`src/rtl/mem_arbiter.sv`:
```
// Two-port memory arbiter: fetch and load/store share one memory, one transaction at a time.
// Optional define MEM_ARB_RR_EN selects round-robin arbitration; default is fixed data-over-fetch.
module mem_arbiter #(
   parameter  int unsigned ADDR_W  = 64,
   parameter  int unsigned DATA_W  = 64,
   parameter  int unsigned TIMEOUT = 255,
   localparam int unsigned STRB_W  = DATA_W / 8
) (
   input  logic              clk,
   input  logic              reset,
   input  logic              if_req,
   input  logic [ADDR_W-1:0] if_addr,
   output logic              if_gnt,
   output logic              if_rvalid,
   output logic [DATA_W-1:0] if_rdata,
   output logic              if_err,
   input  logic              d_req,
   input  logic              d_we,
   input  logic [ADDR_W-1:0] d_addr,
   input  logic [DATA_W-1:0] d_wdata,
   input  logic [STRB_W-1:0] d_wstrb,
   output logic              d_gnt,
   output logic              d_rvalid,
   output logic [DATA_W-1:0] d_rdata,
   output logic              d_err,
   output logic              mem_req,
   output logic              mem_we,
   output logic [ADDR_W-1:0] mem_addr,
   output logic [DATA_W-1:0] mem_wdata,
   output logic [STRB_W-1:0] mem_wstrb,
   input  logic              mem_ack,
   input  logic [DATA_W-1:0] mem_rdata
);

   localparam int unsigned WD_W = 16;
   localparam logic [0:0] ST_IDLE = 1'b0;
   localparam logic [0:0] ST_BUSY = 1'b1;
   localparam logic OWN_IF = 1'b0;
   localparam logic OWN_D  = 1'b1;

   logic [0:0]        state, state_nxt;
   logic              owner, owner_nxt;
   logic              wr, wr_nxt;
   logic [WD_W-1:0]   wd, wd_nxt;
   logic              pick_d;
   logic [DATA_W-1:0] resp_data;

   logic              if_gnt_nxt, if_rvalid_nxt, if_err_nxt;
   logic [DATA_W-1:0] if_rdata_nxt;
   logic              d_gnt_nxt, d_rvalid_nxt, d_err_nxt;
   logic [DATA_W-1:0] d_rdata_nxt;
   logic              mem_req_nxt, mem_we_nxt;
   logic [ADDR_W-1:0] mem_addr_nxt;
   logic [DATA_W-1:0] mem_wdata_nxt;
   logic [STRB_W-1:0] mem_wstrb_nxt;

`ifdef MEM_ARB_RR_EN
   // last_d = 0 means fetch was granted last, so data wins the first contention
   logic last_d, last_d_nxt;
`endif

   // Next-state and next-output logic
   always_comb begin
      state_nxt     = state;
      owner_nxt     = owner;
      wr_nxt        = wr;
      wd_nxt        = wd;
      pick_d        = 1'b0;
      resp_data     = '0;
      if_gnt_nxt    = 1'b0;
      if_rvalid_nxt = 1'b0;
      if_err_nxt    = 1'b0;
      if_rdata_nxt  = if_rdata;
      d_gnt_nxt     = 1'b0;
      d_rvalid_nxt  = 1'b0;
      d_err_nxt     = 1'b0;
      d_rdata_nxt   = d_rdata;
      mem_req_nxt   = 1'b0;
      mem_we_nxt    = mem_we;
      mem_addr_nxt  = mem_addr;
      mem_wdata_nxt = mem_wdata;
      mem_wstrb_nxt = mem_wstrb;
`ifdef MEM_ARB_RR_EN
      last_d_nxt    = last_d;
`endif

      case (state)
         ST_IDLE: begin
`ifdef MEM_ARB_RR_EN
            pick_d = d_req && (!if_req || !last_d);
`else
            pick_d = d_req;
`endif
            if (if_req || d_req) begin
               state_nxt   = ST_BUSY;
               wd_nxt      = '0;
               mem_req_nxt = 1'b1;
`ifdef MEM_ARB_RR_EN
               last_d_nxt  = pick_d;
`endif
               if (pick_d) begin
                  owner_nxt     = OWN_D;
                  wr_nxt        = d_we;
                  d_gnt_nxt     = 1'b1;
                  mem_we_nxt    = d_we;
                  mem_addr_nxt  = d_addr;
                  mem_wdata_nxt = d_we ? d_wdata : '0;
                  mem_wstrb_nxt = d_we ? d_wstrb : '0;
               end else begin
                  owner_nxt     = OWN_IF;
                  wr_nxt        = 1'b0;
                  if_gnt_nxt    = 1'b1;
                  mem_we_nxt    = 1'b0;
                  mem_addr_nxt  = if_addr;
                  mem_wdata_nxt = '0;
                  mem_wstrb_nxt = '0;
               end
            end
         end

         ST_BUSY: begin
            // An ack in the expiry cycle takes precedence over the timeout
            if (mem_ack || (wd == WD_W'(TIMEOUT))) begin
               state_nxt = ST_IDLE;
               resp_data = (mem_ack && !wr) ? mem_rdata : '0;
               if (owner == OWN_D) begin
                  d_rvalid_nxt = 1'b1;
                  d_err_nxt    = !mem_ack;
                  d_rdata_nxt  = resp_data;
               end else begin
                  if_rvalid_nxt = 1'b1;
                  if_err_nxt    = !mem_ack;
                  if_rdata_nxt  = resp_data;
               end
            end else begin
               wd_nxt = wd + WD_W'(1);
            end
         end

         default: state_nxt = ST_IDLE;
      endcase
   end

   // State and registered outputs
   always_ff @(posedge clk or negedge reset) begin
      if (!reset) begin
         state     <= ST_IDLE;
         owner     <= OWN_IF;
         wr        <= 1'b0;
         wd        <= '0;
         if_gnt    <= 1'b0;
         if_rvalid <= 1'b0;
         if_err    <= 1'b0;
         if_rdata  <= '0;
         d_gnt     <= 1'b0;
         d_rvalid  <= 1'b0;
         d_err     <= 1'b0;
         d_rdata   <= '0;
         mem_req   <= 1'b0;
         mem_we    <= 1'b0;
         mem_addr  <= '0;
         mem_wdata <= '0;
         mem_wstrb <= '0;
`ifdef MEM_ARB_RR_EN
         last_d    <= 1'b0;
`endif
      end else begin
         state     <= state_nxt;
         owner     <= owner_nxt;
         wr        <= wr_nxt;
         wd        <= wd_nxt;
         if_gnt    <= if_gnt_nxt;
         if_rvalid <= if_rvalid_nxt;
         if_err    <= if_err_nxt;
         if_rdata  <= if_rdata_nxt;
         d_gnt     <= d_gnt_nxt;
         d_rvalid  <= d_rvalid_nxt;
         d_err     <= d_err_nxt;
         d_rdata   <= d_rdata_nxt;
         mem_req   <= mem_req_nxt;
         mem_we    <= mem_we_nxt;
         mem_addr  <= mem_addr_nxt;
         mem_wdata <= mem_wdata_nxt;
         mem_wstrb <= mem_wstrb_nxt;
`ifdef MEM_ARB_RR_EN
         last_d    <= last_d_nxt;
`endif
      end
   end

endmodule

```
`config.mk`:
```
export PLATFORM = sky130hd
export DESIGN_NAME = mem_arbiter
export DESIGN_NICKNAME = d
export VERILOG_FILES = /design/src/rtl/mem_arbiter.sv
export SDC_FILE = /design/constraint.sdc
export NUM_CORES = 1
export LEC_CHECK = 0
export BUFFER_PORTS_ARGS = -buffer_cell sky130_fd_sc_hd__buf_2
export CAP_MARGIN = 20
export CORE_AREA = 2 2 213 215
export DETAILED_ROUTE_END_ITERATION = 7
export DIE_AREA = 0 0 215 217
export GPL_TIMING_DRIVEN = 0
export MAX_ROUTING_LAYER = met4
export SLEW_MARGIN = 20
export SYNTH_ARGS = -nofsm -noshare
export SYNTH_HDL_FRONTEND = slang
export SYNTH_SLANG_ARGS = --single-unit
export TNS_END_PERCENT = 20
```
`constraint.sdc`:
```
create_clock -name clk -period 2.7 [get_ports clk]
set_clock_uncertainty 0.05 [all_clocks]
set_input_delay 0.81 -clock clk [delete_from_list [all_inputs] [get_ports clk]]
set_output_delay 0.81 -clock clk [all_outputs]
set_load 0.005 [all_outputs]
```
==> summary.txt <==
Yosys
  • Mean Syn Cell Area: 13.1 µm²
  • Synth warn: 0
  • Most numerous cell in the Yosys netlist: dfrtp_1
  • Synth Cell Area: between 0.01 and 0.015 mm²
  • Post-synth top area cell: dfrtp_1
  • Asr flop ratio synth: between 90% and 100%
  • Synthesized flop and latch total: 290
  • Post-synthesis sequential area ratio: a little under two thirds
  • Syn Inst Count: a little under 900
  • Post-synth top flop: dfrtp_1
  • Yosys cell types: a little over 40
  • Commonest cells in the synthesized netlist: dfrtp_1 (290), a32o_1 (128), a22o_1 (72), nand2_1 (72)
  • Synth top area share: between 60% and 70%
  • Synth top area cells: dfrtp_1 (64%), a32o_1 (11%), mux2i_1 (5.9%)
  • EDFF count, synth: 0
  • Post-synthesis net count: ~1100

Critical path
  • Crit path capture type: flip-flop
  • Critical path type: reg2reg
  • Worst Setup SP: wd[12]
  • CP max FO: 10
  • Critical R2R Capture: d_rdata[20]
  • FF-to-FF setup slack: around 0.15 ns
  • Required @ worst endpoint: a little over 3 ns
  • FF-to-FF path depth: 6
  • Arrival @ worst endpoint: a little under 3 ns
  • Startpoint type of the worst setup path: flip-flop
  • Reg2reg start: wd[12]

Place
  • Gpl congestion: 0.874
  • Dpl cells: ~2000
  • Detailed placer's ending HPWL: approximately 33 mm
  • Port buffer count: 541
  • Dpl ws: -0.556 ns

CTS
  • H-tree depth: 1
  • CTS Buffer Depth: 3
  • Clk pin slew, worst setup/hold paths: 0.06 ns
  • Clock root cell: clkbuf_16
  • CTS Sinks: just under 300
  • CTS tree: done
  • Later-pin clock latency in the skew report: between 0.5 and 0.6 ns
  • TritonCTS Buffers: 31
  • Post-CTS Setup Bufs: 0

Final layout
  • Fillcell total: approximately 4500
  • Layout cells sized above 1: between 40% and 50%
  • Multi-input logic area: between 0.003 and 0.004 mm²
  • Finished Layout Cells: a little over 2000
  • Nets: around 1700
  • Core Util, Final: between 30% and 40%
  • Register area: ~0.0073 mm²
  • Area growth syn-to-layout: 40.3%

GRT
  • Vias in the first global route: 10200
  • First-pass GRT wire length: between 60 and 70 mm
  • Overflow after GRT: 0
  • Initial antenna violation count: 10
  • GR Util All Layers: about 18%
  • Largest net degree at the start of global routing: a little under 100

Timing
  • Hold_ws: ~0.083 ns
  • Tightest Pin Transition: between 0.8 and 0.9 ns
  • Setup ws final: around 0.15 ns
  • Final Critical Period: around 2.6 ns
  • Final setup fails: 0
  • Fin crit share: between 90% and 100%
  • FMAX: approximately 390 MHz
  • RSZ-0062 raised after global routing: false
  • Slew HR: 44.2%
  • Slew Limit Fails: 0
  • Final Hold Viols: 0

Run status
  • Outcome: finished clean

Die
  • Die Ht: approximately 220 µm
  • Row cnt: approximately 80
  • Core area: ~0.045 mm²
  • Io pins: 542
  • Starting Density: approximately a quarter
  • Die area: roughly 0.047 mm²
  • Die width: ~220 µm

Drt
  • TritonRoute pass-1 iters: 5
  • Routed WL per cell: just over 20 µm
  • Drc violations: 0
  • DR vias: roughly 10000
  • DRT iter0 DRCs: 669
  • Vias per std cell: around 4.8
  • Remaining antenna violation count: 0
  • WL final: about 42 mm

Pwr
  • Pwr Total: roughly 0.015 W
  • Power Density: about 950 mW/mm²
  • LEAKAGE: around 8.1 nW
  • Worst VDD drop: around 0.46 mV

Flow run
  • # Max-Cap Violations: 0

Hold path
  • Hold Crit Class: in2async
## registers in the layout, indices dropped and copies added, names as in the netlist
register / flops
d_rdata: 64
if_rdata: 64
mem_addr: 64
mem_wdata: 64
wd: 16
mem_wstrb: 8
d_err: 1
d_gnt: 1
d_rvalid: 1
if_err: 1
if_gnt: 1
if_rvalid: 1
mem_req: 1
owner: 1
state: 1
wr: 1
## how the worst max path moves through the flow
stage | to | slack (ns) | cells past startpoint
final | d_rdata[20] | 0.15 | 6
after global routing | d_rdata[19] | 0.01 | 6
after CTS | mem_addr[60] | 0.08 | 5
after detailed placement | mem_addr[58] | -0.56 | 7
after global placement | mem_addr[24] | -4.68 | 1
after floorplan | wd[11] | 0.54 | 6
## worst max-delay path, stage by stage (launching register included)
cell	delay, ns
dfrtp_1	0.44
or4_1	0.57
nor4_2	0.37
o21ai_1	0.12
clkbuf_1	0.33
buf_2	0.32
a32o_1	0.23
## kinds of logic after synthesis
kind of cell	Yosys count	share of synthesized area (%)
and+or+nand+nor	128	5.32
buffers and inverters	91	3.13
muxes	67	5.90
adders and majority gates	1	0.110
xor gates and xnor gates	1	0.0770
DFF	290	63.8
AOI/OAI and AO/OA	291	21.7
## report_power, final
part           internal [W]  switching (W)
registers           0.00574       0.000818
clock network       0.00242        0.00176
logic               0.00212        0.00239
total                0.0103        0.00496
## placed cells by master, fill, tap and decap left out, types with 8 or more instances in the layout
cell type / instances
mux2i_1: 67
o21ai_0: 67
clkbuf_8: 8
clkbuf_16: 31
dfrtp_1: 290
nand4_1: 8
a32o_1: 128
nand2_1: 72
a22o_1: 72
diode_2: 10
buf_2: 552
clkbuf_1: 69
## metal layers
layer	global-route usage, %	part of all wire, %	vias to the layer above
met5	-	0	-
li1	-	-	4546
met1	20.6	40	4911
met2	30.8	50	471
met3	4.36	7.4	62
met4	4.83	2.4	0
## area by class of cell
| cell class | count | share of cell area [%] |
|---|---|---|
| Sequential cell | 290 | 45.5 |
| Multi-Input combinational cell | 488 | 23.6 |
| Timing Repair Buffer | 544 | 17.5 |
| Clock buffer | 46 | 5.71 |
| Tap cell | 600 | 4.70 |
| Buffer | 85 | 2.12 |
| Clock inverter | 10 | 0.549 |
| Antenna cell | 10 | 0.157 |
| Inverter | 6 | 0.141 |
## through the flow
step	cell area [µm²]	setup TNS, ns
after floorplan	11400	0
after CTS	15900	0
after global placement	14800	-1380.94
final	16000	0
after global routing	16000	0
after detailed placement	14900	-37.69
## what timing repair did
item | CTS | global route
setup endpoints to repair | 64 | 0
hold buffers | 0 | 0
resized for setup | 4 | 0
(Power assumes the default switching activity.)
